### config.mk
export PLATFORM = sky130hd
export DESIGN_NAME = multicycle_ctrl_fsm_flat
export DESIGN_NICKNAME = d
export VERILOG_FILES = /design/src/rtl/mips16_ctrl_pkg.sv /design/src/rtl/multicycle_ctrl_fsm_if.sv /design/src/rtl/multicycle_ctrl_fsm_mul_stall_counter.sv /design/src/rtl/multicycle_ctrl_fsm.sv /design/src/flat_wrapper.sv
export SDC_FILE = /design/constraint.sdc
export NUM_CORES = 1
export LEC_CHECK = 0
export ABC_AREA = 1
export CAP_MARGIN = 5
export CORE_MARGIN = 2
export CORE_UTILIZATION = 44
export DETAILED_ROUTE_END_ITERATION = 8
export PLACE_DENSITY = 0.86
export SYNTH_ARGS = -nofsm -noshare
export SYNTH_HDL_FRONTEND = slang
export SYNTH_SLANG_ARGS = --single-unit
### constraint.sdc
create_clock -name clk -period 1.5 [get_ports clk]
set_clock_uncertainty 0.1 [all_clocks]
set_input_delay 0.225 -clock clk [delete_from_list [all_inputs] [get_ports clk]]
set_output_delay 0.225 -clock clk [all_outputs]
set_load 0.03 [all_outputs]
### src/rtl/mips16_ctrl_pkg.sv
// Shared definitions for the multicycle 16-bit MIPS control path: opcodes,
// ALU-op codes, datapath mux selects and the sequencer state encoding.
package mips16_ctrl_pkg;

  localparam logic [3:0] OP_RTYPE = 4'b0000;
  localparam logic [3:0] OP_ADDI  = 4'b0001;
  localparam logic [3:0] OP_SLTI  = 4'b0010;
  localparam logic [3:0] OP_LW    = 4'b0011;
  localparam logic [3:0] OP_SW    = 4'b0100;
  localparam logic [3:0] OP_BEQ   = 4'b0101;
  localparam logic [3:0] OP_J     = 4'b0110;

  localparam logic [3:0] FN_MUL = 4'b0101;

  localparam logic [1:0] ALUOP_FUNCT = 2'b00;
  localparam logic [1:0] ALUOP_SUB   = 2'b01;
  localparam logic [1:0] ALUOP_SLT   = 2'b10;
  localparam logic [1:0] ALUOP_ADD   = 2'b11;

  localparam logic [1:0] PCSRC_ALU    = 2'b00;
  localparam logic [1:0] PCSRC_ALUOUT = 2'b01;
  localparam logic [1:0] PCSRC_JUMP   = 2'b10;

  localparam logic       SRCA_PC   = 1'b0;
  localparam logic       SRCA_REGA = 1'b1;
  localparam logic [1:0] SRCB_REGB = 2'b00;
  localparam logic [1:0] SRCB_ONE  = 2'b01;
  localparam logic [1:0] SRCB_IMM  = 2'b10;

  localparam logic IORD_PC     = 1'b0;
  localparam logic IORD_ALUOUT = 1'b1;

  typedef enum logic [3:0] {
    S_FETCH,
    S_DECODE,
    S_EXEC_R,
    S_EXEC_I,
    S_MEM_ADDR,
    S_MEM_RD,
    S_MEM_WR,
    S_MEM_WB,
    S_WB_R,
    S_WB_I,
    S_BRANCH,
    S_JUMP
  } state_t;

  typedef struct packed {
    logic       mem_req;
    logic       mem_we;
    logic       i_or_d;
    logic       ir_write;
    logic       pc_write;
    logic       pc_write_cond;
    logic [1:0] pc_src;
    logic       alu_src_a;
    logic [1:0] alu_src_b;
    logic [1:0] alu_op;
    logic       reg_write;
    logic       reg_dst;
    logic       mem_to_reg;
    logic       illegal_op;
  } ctrl_t;

  function automatic logic is_legal_op(input logic [3:0] op);
    return (op <= OP_J);
  endfunction

endpackage

### src/rtl/multicycle_ctrl_fsm_if.sv
// Control bundle between the sequencer (master) and the datapath (slave):
// instruction fields and memory handshake in, mux selects and enables out.
interface multicycle_ctrl_fsm_if;
  logic [3:0] opcode;
  logic [3:0] funct;
  logic       mem_ready;
  logic       mem_req;
  logic       mem_we;
  logic       i_or_d;
  logic       ir_write;
  logic       pc_write;
  logic       pc_write_cond;
  logic [1:0] pc_src;
  logic       alu_src_a;
  logic [1:0] alu_src_b;
  logic [1:0] alu_op;
  logic       reg_write;
  logic       reg_dst;
  logic       mem_to_reg;
  logic       illegal_op;

  modport master (
    input  opcode, funct, mem_ready,
    output mem_req, mem_we, i_or_d, ir_write, pc_write, pc_write_cond, pc_src,
           alu_src_a, alu_src_b, alu_op, reg_write, reg_dst, mem_to_reg, illegal_op
  );

  modport slave (
    output opcode, funct, mem_ready,
    input  mem_req, mem_we, i_or_d, ir_write, pc_write, pc_write_cond, pc_src,
           alu_src_a, alu_src_b, alu_op, reg_write, reg_dst, mem_to_reg, illegal_op
  );
endinterface

### src/rtl/multicycle_ctrl_fsm_mul_stall_counter.sv
// Loadable down-counter that holds the sequencer in EXEC_R while a multiply
// completes; saturates at zero.
module mul_stall_counter #(
  parameter int unsigned WIDTH = 4
) (
  input  logic             clk,
  input  logic             rst,
  input  logic             load,
  input  logic [WIDTH-1:0] load_val,
  input  logic             dec,
  output logic [WIDTH-1:0] count,
  output logic             zero
);

  logic [WIDTH-1:0] count_reg;

  always_ff @(posedge clk) begin
    if (rst) begin
      count_reg <= '0;
    end else if (load) begin
      count_reg <= load_val;
    end else if (dec && (count_reg != '0)) begin
      count_reg <= count_reg - 1'b1;
    end
  end

  assign count = count_reg;
  assign zero  = (count_reg == '0);

endmodule

### src/rtl/multicycle_ctrl_fsm.sv
// Multicycle MIPS16 control sequencer: fetch/decode/execute/memory/write-back
// with memory-ready stalls and a configurable multi-cycle multiply.
module multicycle_ctrl_fsm
  import mips16_ctrl_pkg::*;
#(
  parameter int unsigned MUL_CYCLES = 4
) (
  input  logic                        clk,
  input  logic                        rst,
  multicycle_ctrl_fsm_if.master       bus
);

  localparam logic [3:0] MUL_LOAD = 4'(MUL_CYCLES - 1);

  state_t     state_reg;
  ctrl_t      ctrl;
  logic       cnt_zero;
  logic [3:0] cnt_value;
  logic       is_mul;

  assign is_mul = (bus.funct == FN_MUL);

  // Counter is reloaded on every entry to EXEC_R; only mul consults it.
  mul_stall_counter #(.WIDTH(4)) u_cnt (
    .clk      (clk),
    .rst      (rst),
    .load     ((state_reg == S_DECODE) && (bus.opcode == OP_RTYPE)),
    .load_val (MUL_LOAD),
    .dec      (state_reg == S_EXEC_R),
    .count    (cnt_value),
    .zero     (cnt_zero)
  );

  always_ff @(posedge clk) begin
    if (rst) begin
      state_reg <= S_FETCH;
    end else begin
      case (state_reg)
        S_FETCH:    if (bus.mem_ready) state_reg <= S_DECODE;
        S_DECODE: begin
          case (bus.opcode)
            OP_RTYPE:        state_reg <= S_EXEC_R;
            OP_ADDI, OP_SLTI: state_reg <= S_EXEC_I;
            OP_LW, OP_SW:    state_reg <= S_MEM_ADDR;
            OP_BEQ:          state_reg <= S_BRANCH;
            OP_J:            state_reg <= S_JUMP;
            default:         state_reg <= S_FETCH;
          endcase
        end
        S_EXEC_R:   if (!is_mul || cnt_zero) state_reg <= S_WB_R;
        S_EXEC_I:   state_reg <= S_WB_I;
        S_MEM_ADDR: state_reg <= (bus.opcode == OP_LW) ? S_MEM_RD : S_MEM_WR;
        S_MEM_RD:   if (bus.mem_ready) state_reg <= S_MEM_WB;
        S_MEM_WR:   if (bus.mem_ready) state_reg <= S_FETCH;
        default:    state_reg <= S_FETCH;
      endcase
    end
  end

  always_comb begin
    ctrl = '0;
    case (state_reg)
      S_FETCH: begin
        ctrl.mem_req   = 1'b1;
        ctrl.i_or_d    = IORD_PC;
        ctrl.alu_src_a = SRCA_PC;
        ctrl.alu_src_b = SRCB_ONE;
        ctrl.alu_op    = ALUOP_ADD;
        ctrl.pc_src    = PCSRC_ALU;
        ctrl.ir_write  = bus.mem_ready;
        ctrl.pc_write  = bus.mem_ready;
      end
      S_DECODE: begin
        ctrl.alu_src_a  = SRCA_PC;
        ctrl.alu_src_b  = SRCB_IMM;
        ctrl.alu_op     = ALUOP_ADD;
        ctrl.illegal_op = !is_legal_op(bus.opcode);
      end
      S_EXEC_R: begin
        ctrl.alu_src_a = SRCA_REGA;
        ctrl.alu_src_b = SRCB_REGB;
        ctrl.alu_op    = ALUOP_FUNCT;
      end
      S_EXEC_I: begin
        ctrl.alu_src_a = SRCA_REGA;
        ctrl.alu_src_b = SRCB_IMM;
        ctrl.alu_op    = (bus.opcode == OP_SLTI) ? ALUOP_SLT : ALUOP_ADD;
      end
      S_MEM_ADDR: begin
        ctrl.alu_src_a = SRCA_REGA;
        ctrl.alu_src_b = SRCB_IMM;
        ctrl.alu_op    = ALUOP_ADD;
      end
      S_MEM_RD: begin
        ctrl.mem_req = 1'b1;
        ctrl.i_or_d  = IORD_ALUOUT;
      end
      S_MEM_WR: begin
        ctrl.mem_req = 1'b1;
        ctrl.mem_we  = 1'b1;
        ctrl.i_or_d  = IORD_ALUOUT;
      end
      S_MEM_WB: begin
        ctrl.reg_write  = 1'b1;
        ctrl.mem_to_reg = 1'b1;
      end
      S_WB_R: begin
        ctrl.reg_write = 1'b1;
        ctrl.reg_dst   = 1'b1;
      end
      S_WB_I:   ctrl.reg_write = 1'b1;
      S_BRANCH: begin
        ctrl.alu_src_a     = SRCA_REGA;
        ctrl.alu_src_b     = SRCB_REGB;
        ctrl.alu_op        = ALUOP_SUB;
        ctrl.pc_write_cond = 1'b1;
        ctrl.pc_src        = PCSRC_ALUOUT;
      end
      S_JUMP: begin
        ctrl.pc_write = 1'b1;
        ctrl.pc_src   = PCSRC_JUMP;
      end
      default: ;
    endcase
    // Reset silences every enable so an abandoned instruction cannot commit.
    if (rst) ctrl = '0;
  end

  assign bus.mem_req       = ctrl.mem_req;
  assign bus.mem_we        = ctrl.mem_we;
  assign bus.i_or_d        = ctrl.i_or_d;
  assign bus.ir_write      = ctrl.ir_write;
  assign bus.pc_write      = ctrl.pc_write;
  assign bus.pc_write_cond = ctrl.pc_write_cond;
  assign bus.pc_src        = ctrl.pc_src;
  assign bus.alu_src_a     = ctrl.alu_src_a;
  assign bus.alu_src_b     = ctrl.alu_src_b;
  assign bus.alu_op        = ctrl.alu_op;
  assign bus.reg_write     = ctrl.reg_write;
  assign bus.reg_dst       = ctrl.reg_dst;
  assign bus.mem_to_reg    = ctrl.mem_to_reg;
  assign bus.illegal_op    = ctrl.illegal_op;

  logic unused_ok;
  assign unused_ok = ^cnt_value;

endmodule

### src/flat_wrapper.sv
// flat-port wrapper written by rule: the top's interface ports become plain ports
module multicycle_ctrl_fsm_flat import mips16_ctrl_pkg::*;
#(
  parameter int unsigned MUL_CYCLES = 4
)
  (clk, rst, bus_opcode, bus_funct, bus_mem_ready, bus_mem_req, bus_mem_we, bus_i_or_d, bus_ir_write, bus_pc_write, bus_pc_write_cond, bus_pc_src, bus_alu_src_a, bus_alu_src_b, bus_alu_op, bus_reg_write, bus_reg_dst, bus_mem_to_reg, bus_illegal_op);
  multicycle_ctrl_fsm_if bus_i ();
  input  logic clk;
  input  logic rst;
  input wire logic [$bits(bus_i.opcode)-1:0] bus_opcode;
  input wire logic [$bits(bus_i.funct)-1:0] bus_funct;
  input wire logic [$bits(bus_i.mem_ready)-1:0] bus_mem_ready;
  output wire logic [$bits(bus_i.mem_req)-1:0] bus_mem_req;
  output wire logic [$bits(bus_i.mem_we)-1:0] bus_mem_we;
  output wire logic [$bits(bus_i.i_or_d)-1:0] bus_i_or_d;
  output wire logic [$bits(bus_i.ir_write)-1:0] bus_ir_write;
  output wire logic [$bits(bus_i.pc_write)-1:0] bus_pc_write;
  output wire logic [$bits(bus_i.pc_write_cond)-1:0] bus_pc_write_cond;
  output wire logic [$bits(bus_i.pc_src)-1:0] bus_pc_src;
  output wire logic [$bits(bus_i.alu_src_a)-1:0] bus_alu_src_a;
  output wire logic [$bits(bus_i.alu_src_b)-1:0] bus_alu_src_b;
  output wire logic [$bits(bus_i.alu_op)-1:0] bus_alu_op;
  output wire logic [$bits(bus_i.reg_write)-1:0] bus_reg_write;
  output wire logic [$bits(bus_i.reg_dst)-1:0] bus_reg_dst;
  output wire logic [$bits(bus_i.mem_to_reg)-1:0] bus_mem_to_reg;
  output wire logic [$bits(bus_i.illegal_op)-1:0] bus_illegal_op;
  assign bus_i.opcode = bus_opcode;
  assign bus_i.funct = bus_funct;
  assign bus_i.mem_ready = bus_mem_ready;
  assign bus_mem_req = bus_i.mem_req;
  assign bus_mem_we = bus_i.mem_we;
  assign bus_i_or_d = bus_i.i_or_d;
  assign bus_ir_write = bus_i.ir_write;
  assign bus_pc_write = bus_i.pc_write;
  assign bus_pc_write_cond = bus_i.pc_write_cond;
  assign bus_pc_src = bus_i.pc_src;
  assign bus_alu_src_a = bus_i.alu_src_a;
  assign bus_alu_src_b = bus_i.alu_src_b;
  assign bus_alu_op = bus_i.alu_op;
  assign bus_reg_write = bus_i.reg_write;
  assign bus_reg_dst = bus_i.reg_dst;
  assign bus_mem_to_reg = bus_i.mem_to_reg;
  assign bus_illegal_op = bus_i.illegal_op;
  multicycle_ctrl_fsm #(.MUL_CYCLES(MUL_CYCLES)) u_core (.clk(clk), .rst(rst), .bus(bus_i));
endmodule
# == Word-level counts from Yosys, hierarchy flattened ==
# Cells that the tools add are included.
# word_totals
regBits,8
in_bits,11
out_inout_bits,17
elab_cells,67
# classes
n_addsub,1
magnitude_cmp,1
eq_ne,22
n_mux,23
reduce_logical,17
# ops
op,count
== test 4 x 3 -> 1 bit (second input constant),8
one-hot mux 5 bit (6 select lines),1
one-hot mux 4 bit (7 select lines),1
one-hot mux 4 bit (5 select lines),1
2-to-1 mux 17 bit,1
== test 4 x 2 -> 1 bit (second input constant),4
== test 4 bit (second input constant),4
2-to-1 mux 4 bit,4
logical NOT 4 bit,3
2-to-1 mux 1 bit,10
== test 4 x 1 -> 1 bit (second input constant),2
OR reduction 2 bit,4
2-to-1 mux 2 bit,3
!= test 2 bit (second input constant),3
OR reduction 3 bit,2
<= comparator 4 x 3 -> 1 bit (second input constant),1
one-hot mux 2 bit (2 select lines),1
AND reduction 4 bit,1
nonzero test 4 bit,1
subtractor 4 x 1 -> 4 bit (second input constant),1
logical AND 1 bit,2
logical NOT 1 bit,2
!= test 2 x 1 -> 1 bit (second input constant),1
one-hot mux 1 bit (2 select lines),1
other kinds (2),2

# == Depth between registers and ports, before layout ==
# Gate-level depths: netlist of run 1.
# depth
ltp_word,5
ltp_mapped,10
ltp_nobuf,10

# == Cells and area by module ==
# From an unflattened synthesis of run 1, not the netlist that was laid out.
# hier_totals
cells_unflattened,158
hier_area_um2,945.9
# by_module_without_submodules
module,n_inst,cells_per_inst,area_each_um2,seq_area_each_um2
multicycle_ctrl_fsm,1,117,671.9,80.1
mul_stall_counter,1,41,274.0,80.1

# == Worst setup path after synthesis of run 1 ==
# OpenSTA, ideal clock, no wires.
# synth_path
path_kind,register -> output
from,register u_core.state_reg[1]
to,output bus_pc_write
arrival_ns,1.738
required_ns,1.175
path_slack_ns,-0.563
path_stages_with_launch,7
path_buffers,1
path_cell_list,dfxtp_1 -> buf_6 -> nor2_1 -> nand2_1 -> nor2_1 -> inv_1 -> o22ai_1
# synth_between
elab_chain_len,3
word_cells_on_any_way,4
classes_between,eq/ne (1); mux (2); reduce/logical (1)
# synth_rtl
element,line,rtl
"start, declared",multicycle_ctrl_fsm.sv:15,state_t state_reg;
"start signal, assigned",multicycle_ctrl_fsm.sv:52,S_MEM_ADDR: state_reg <= (bus.opcode == OP_LW) ? S_MEM_RD : S_MEM_WR;
== test 4 bit / logical NOT 4 bit (equally long branches),multicycle_ctrl_fsm.sv:62,case (state_reg)
one-hot mux 1 bit (2 select lines) (*),multicycle_ctrl_fsm.sv:62,
2-to-1 mux 17 bit (*),multicycle_ctrl_fsm.sv:126,if (rst) ctrl = '0;
"end, declared",flat_wrapper.sv:17,output wire logic [$bits(bus_i.pc_write)-1:0] bus_pc_write;
# Every way passes the cells marked *; elsewhere a longest branch is shown, timed or not.

# == Final worst setup path of run 1 ==
# layout_path
from,register u_core.state_reg[2]
to,output bus_alu_op[0]
# layout_between
elab_chain_len,3
word_cells_on_any_way,8
classes_between,eq/ne (5); mux (2); reduce/logical (1)
# layout_rtl
element,line,rtl
"== test 4 bit, or another cell as far along",multicycle_ctrl_fsm.sv:62,
one-hot mux 5 bit (6 select lines) (*),multicycle_ctrl_fsm.sv:62,
2-to-1 mux 17 bit (*),multicycle_ctrl_fsm.sv:126,
"end, declared",flat_wrapper.sv:22,output wire logic [$bits(bus_i.alu_op)-1:0] bus_alu_op;
# Marked as above.

==> metrics.txt, run 1 <==
status=finished, violations left; violated checks=setup timing; top-area cell type share of the netlist area=20.5%; Setup WS pre-CTS=-0.186 ns; final setup TNS=-2.63 ns; drt wl/cell=19.2 µm; gpl congestion=0.880; final hold vios=0; IO Count=28; maximum vdd drop=487 µV; min-delay worst type=reg2reg; WS Path Type=reg2out; clk buf depth=2; commonest cells in the netlist=27 x nand2_1, 26 x nor2_1, 23 x inv_1, 10 x nand3_1; Slew headroom=78.7%; post-synth top area cell=dfxtp_1; Post-synth EDFFs=0; layout cell share with drive strength beyond 1=approximately half; Switch Pwr=0.467 mW; vias in the first global route=1070; CP Data Arrival Time=about 1.5 ns; root buffer cell=clkbuf_4; DR vias=around 1300; Power Internal=0.596 mW; RSZ-0062 raised after global routing=true; CP startpoint kind=flip-flop; Layout Nets=around 210; worst-margin pin slew=0.319 ns; switching share of power=between 40% and 50%; met2 WL=2.00 mm; FFs w/ async S/R, synth=0%; most common cell in the netlist=nand2_1; dpl cells=199; fmax=561 MHz; post-DP HPWL=between 1.5 and 2 mm; clock slew at reported path FFs=0.05 ns; Reg2Reg Depth=7; Synth cell types=26; drt total wl=4.06 mm; DRT Pass-1 Iters=5; ys flop type=dfxtp_1; Die ar.=2120 µm²; Reg power frac=24.3%; Slew Limit Fails=0; first-pass GRT wire length=around 4.5 mm; Sink Count=8; hold path cells=2; antenna viol nets, final=0; worst setup margin=-0.282 ns; Comb power frac=approximately three fifths; Num CTS Buffers=3; num rows=15; ranking of synthesized cells by area=dfxtp_1 21%, nand2_1 13%, nor2_1 13%, inv_1 11%, nand3_1 6.4%; pin count of the biggest net entering global routing=9; Metal-1 WL=about 1.5 mm; Final min period=around 1.8 ns; Port Buffers=27; clock network fraction of design power=between 10% and 20%; Yosys reg bits=8; CORE AREA=1690 µm²; Syn Std Cell Area=just under 800 µm²; YS warnings=0; die span in y=46.1 µm; Syn Area/Cell=5.65 µm²; TritonCTS clock tree=done; fin crit share=119%; Post-Synthesis Cells=~140; Power Dens Cells=687 nW/µm²; Synth-to-Final Area Change=98.6%; die width=46.1 µm; H-tree Lvls=1; ant diodes=0; initial antenna violation count=0; worst skew pair latency=0.26 ns; Worst setup EP type=primary output; leakage power=roughly 0.74 nW; final cell count without fillers=212; final setup fails=22; worst-path maximum fanout=4; drc violations=0; sequential area share after synthesis=~21%; total track usage=30.0%; routed wl met3=around 450 µm; global route overflow=0; vias per std cell=a little over 6; cts hold-fix bufs=0; CP Data Required Time=1.17 ns; syn_nets=150; Initial Util=roughly 46%; max cap viols=0; uppermost layer routed=met4; Iteration-0 DRC Markers=93
-- per-layer routing --
layer	vias up	track usage, %
met4	0	18.9
li1	557	-
met1	596	33.2
met3	22	6.67
met5	-	0
met2	111	51.1
-- metrics by stage --
step	util (%)	instance area (µm²)	total power [mW]	hold WS [ns]
6_report	91.6	1550	1.06	0.388
5_1_grt	91.6	1550	1.10	0.412
3_5_place_dp	71.4	1210	0.701	0.368
4_1_cts	80.7	1360	0.946	0.377
2_1_floorplan	-	830	0.524	0.305
3_3_place_gp	71.4	1210	0.689	0.352
-- layout make-up --
| cell class | count | area (µm²) |
|---|---|---|
| inverter | 27 | 111 |
| fill | 75 | 141 |
| sequential | 8 | 176 |
| clock buffer | 3 | 22.5 |
| timing repair buffer | 56 | 524 |
| multi-input combinational | 101 | 692 |
| tap | 17 | 21.3 |
-- placed cells by master (no fill, tap or decap), drive strengths merged --
master         instances
a21oi                  7
nor3                   3
ha                     1
inv                   27
nand3                 11
o21ai                  8
o21bai                 1
clkdlybuf4s50          7
nor2                  28
dfxtp                  8
dlygate4sd2            2
nand4                  1
buf                   46
a31oi                  2
xor2                   1
o211ai                 1
dlymetal6s2s           1
o22ai                  2
a211oi                 1
nand2                 33
o31ai                  1
clkbuf                 3
-- power by group through the flow --
| stage | Combinational, mW | Sequential [mW] | Clock, mW |
|---|---|---|---|
| 3_3_place_gp | 0.444 | 0.246 | 0 |
| 4_1_cts | 0.522 | 0.253 | 0.172 |
| 5_1_grt | 0.664 | 0.259 | 0.178 |
| 2_1_floorplan | 0.282 | 0.242 | 0 |
| 3_5_place_dp | 0.454 | 0.246 | 0 |
| 6_report | 0.639 | 0.258 | 0.166 |
-- cells by family after synthesis --
logic type / after synthesis / share of synthesized area (%)
buffers and inverters: 29 / 14.9
DFF: 8 / 20.5
adders and majority gates: 1 / 1.60
xor gates and xnor gates: 1 / 1.12
AOI/OAI and AO/OA: 23 / 18.1
and+or+nand+nor: 76 / 43.7
-- critical path, stage by stage (launching register included) --
cell     delay (ns)
dfxtp_4        0.37
nor2_4         0.17
nand3_2        0.11
a31oi_1        0.20
nor3_1         0.10
nor2_2         0.11
buf_6          0.14
-- path summary, 6_finish.rpt --
| kind | startpoint | endpoint | slack (ns) |
|---|---|---|---|
| worst max-delay path | u_core.state_reg[2]$_SDFFE_PP0P_ | bus_alu_op[0] | -0.28 |
| worst min-delay path | u_core.u_cnt.count[3]$_SDFFE_PP0P_ | u_core.u_cnt.count[3]$_SDFFE_PP0P_ | 0.39 |
| worst max register to register | u_core.u_cnt.count[1]$_SDFFE_PP0P_ | u_core.u_cnt.count[1]$_SDFFE_PP0P_ | -0.06 |
| worst min register to register | u_core.u_cnt.count[3]$_SDFFE_PP0P_ | u_core.u_cnt.count[3]$_SDFFE_PP0P_ | 0.39 |
-- what timing repair did --
action	CTS	global route
setup endpoints to repair	20	23
pin swaps	9	9
resized for setup	40	37
setup buffers	4	6
Note: power is estimated with default switching activity, not from simulation.
==> inputs of run 2 (changes only) <==
--- a/config.mk
+++ b/config.mk
@@ -14,3 +14,4 @@
 export SYNTH_ARGS = -nofsm -noshare
 export SYNTH_HDL_FRONTEND = slang
 export SYNTH_SLANG_ARGS = --single-unit
+export TNS_END_PERCENT = 10
==> run 2 against run 1 <==
  * The run ends with DRC, setup timing left
  * Sequential cell count did not move
  * Non-clock buffer count down 2
  * Setup slack better by 0.012 ns
  * Global-route usage is 0.38 points higher
  * Die area stayed put
  * Cell count fell by 0.94%
  * First-iteration DRC count is 33% lower
  * Total power shrank 7.1%
==> metrics.txt, run 2 (synthesis results as in run 1) <==
status=finished, violations left (unchanged); violated checks=DRC, setup timing (was setup timing); num rows=15 (unchanged); worst skew pair latency=0.26 ns (about the same); drt wl/cell=16.0 µm (was 19.2 µm); TritonCTS clock tree=done (unchanged); Final min period=1.77 ns (was 1.78 ns); CORE AREA=1690 µm² (unchanged); CP Data Required Time=1.17 ns (about the same); final hold vios=0 (unchanged); min-delay worst type=reg2reg (unchanged); Port Buffers=27 (unchanged); Sink Count=8 (unchanged); clk buf depth=2 (unchanged); Synth-to-Final Area Change=83.1% (was 98.6%); slack of the worst reg-to-reg path=-0.01 ns (was -0.06 ns); fin crit share=118% (was 119%); Slew Limit Fails=0 (unchanged); DRT Pass-1 Iters=8 (was 5); Worst setup EP type=primary output (unchanged); Num CTS Buffers=3 (unchanged); drt total wl=3.37 mm (was 4.06 mm); leakage power=0.701 nW (was 0.742 nW); initial antenna violation count=0 (unchanged); fmax=565 MHz (was 561 MHz); DR vias=1172 (was 1286); post-DP HPWL=1.91 mm (was 1.87 mm); clock slew at reported path FFs=0.07 ns (was 0.05 ns); commonest non-fill, non-tap cell in the layout=buf_4 (unchanged); RSZ-0062 raised after global routing=true (unchanged); first-pass GRT wire length=4.61 mm (was 4.49 mm); gpl congestion=0.810 (was 0.880); Max stage delay on crit path=0.38 ns (was 0.37 ns); pin count of the biggest net entering global routing=9 (unchanged); Initial Util=46.1% (unchanged); register area=175 µm² (was 176 µm²); Layout fillers=104 (was 75); worst hold margin=0.390 ns (was 0.388 ns); CP Data Arrival Time=1.44 ns (was 1.46 ns); IO Count=28 (unchanged); Multi-input gate area=636 µm² (was 692 µm²); Slew headroom=81.9% (was 78.7%); final setup TNS=-3.35 ns (was -2.63 ns); WS Path Type=reg2out (unchanged); Power Dens Cells=692 nW/µm² (was 687 nW/µm²); most frequent cells in the layout=33 x buf_4, 20 x nor2_1, 20 x nand2_1 (was 25 x buf_4, 21 x buf_6, 20 x inv_1); total track usage=30.4% (was 30.0%); antenna viol nets, final=0 (unchanged); Layout Nets=207 (was 209); crit path max-delay cell type=dfxtp_4 (unchanged); max cap viols=0 (unchanged); cell family with most CP delay=simple AND/OR/NAND/NOR gates (unchanged); CP Cell Sequence=nor2_4 > nand3_2 > a31oi_2 > nor3_2 > nor2_1 > buf_4 (was nor2_4 > nand3_2 > a31oi_1 > nor3_1 > nor2_2 > buf_6); worst setup margin=-0.270 ns (was -0.282 ns); worst-margin pin slew=0.269 ns (was 0.319 ns); drc violations=2 (was 0); layout cell share with drive strength beyond 1=49.2% (was 51.8%); ant diodes=0 (unchanged); Design Area, Final=1430 µm² (was 1550 µm²); Iteration-0 DRC Markers=62 (was 93); global route overflow=0 (unchanged); vias in the first global route=1027 (was 1070); H-tree Lvls=1 (unchanged); die span in y=46.1 µm (unchanged); CP startpoint kind=flip-flop (unchanged); final setup fails=19 (was 22); Die ar.=2120 µm² (unchanged); vias per std cell=5.58 (was 6.07); Placed Area=1170 µm² (was 1210 µm²); root buffer cell=clkbuf_4 (unchanged); Crit path buffers/inverters=1 (unchanged); worst-path maximum fanout=3 (was 4); cts hold-fix bufs=0 (unchanged); maximum vdd drop=372 µV (was 487 µV); die width=46.1 µm (unchanged)
run 2: changes by cell type in the layout (fill, tap and decap cells not counted), sizes merged:
cell / delta
buf: -2
clkdlybuf4s50: +1
dlymetal6s2s: -1
run 2: worst register-to-register path, delay by kind of cell (launching register included):
| kind | cells | cell delay [ns] |
|---|---|---|
| flops | 1 | 0.38 |
| simple gates | 4 | 0.52 |
| compound gates | 2 | 0.20 |
| buf+inv | 2 | 0.20 |
run 2: worst paths after layout:
check	start	to	cells past startpoint
worst min-delay path	u_core.u_cnt.count[3]$_SDFFE_PP0P_	u_core.u_cnt.count[3]$_SDFFE_PP0P_	2
worst max register to register	u_core.state_reg[2]$_SDFFE_PP0P_	u_core.u_cnt.count[1]$_SDFFE_PP0P_	8
worst max-delay path	u_core.state_reg[3]$_SDFFE_PP0P_	bus_alu_op[0]	6
worst min register to register	u_core.u_cnt.count[3]$_SDFFE_PP0P_	u_core.u_cnt.count[3]$_SDFFE_PP0P_	2
run 2: repair_timing:
| action | 4_1_cts | 5_1_grt |
|---|---|---|
| resized for setup | 39 | 13 |
| setup buffers | 5 | 6 |
| hold endpoints to repair | 0 | 0 |
| endpoints found under the setup margin | 22 | 21 |
| pin swaps | 5 | 7 |
run 2: cell type report:
| cell class | count | area share [%] |
|---|---|---|
| multi-input combinational | 101 | 44.5 |
| timing repair buffer | 54 | 32.9 |
| sequential | 8 | 12.3 |
| inverter | 27 | 7.27 |
| clock buffer | 3 | 1.58 |
| tap | 17 | 1.49 |
run 2: layer usage:
metal	wire length [µm]	vias up	GRT usage, %
met5	0	-	0
li1	-	551	-
met3	232	16	6.67
met2	1720	74	55.8
met1	1280	531	32.4
met4	132	0	13.7
run 2: per-stage QoR:
step	total power [mW]	util [%]	setup slack [ns]	std cells
floorplan	0.514	-	-0.107	138
global placement	0.673	69.3	-0.195	196
detailed placement	0.684	69.3	-0.232	196
CTS	0.927	79.4	-0.196	204
global route	1.04	84.5	-0.336	210
finish	0.988	84.5	-0.270	210
run 2: power by group:
part / switching, mW / total [mW] / internal [mW]
Sequential: 0.0322 / 0.256 / 0.224
Clock: 0.0880 / 0.180 / 0.0923
Combinational: 0.314 / 0.551 / 0.237
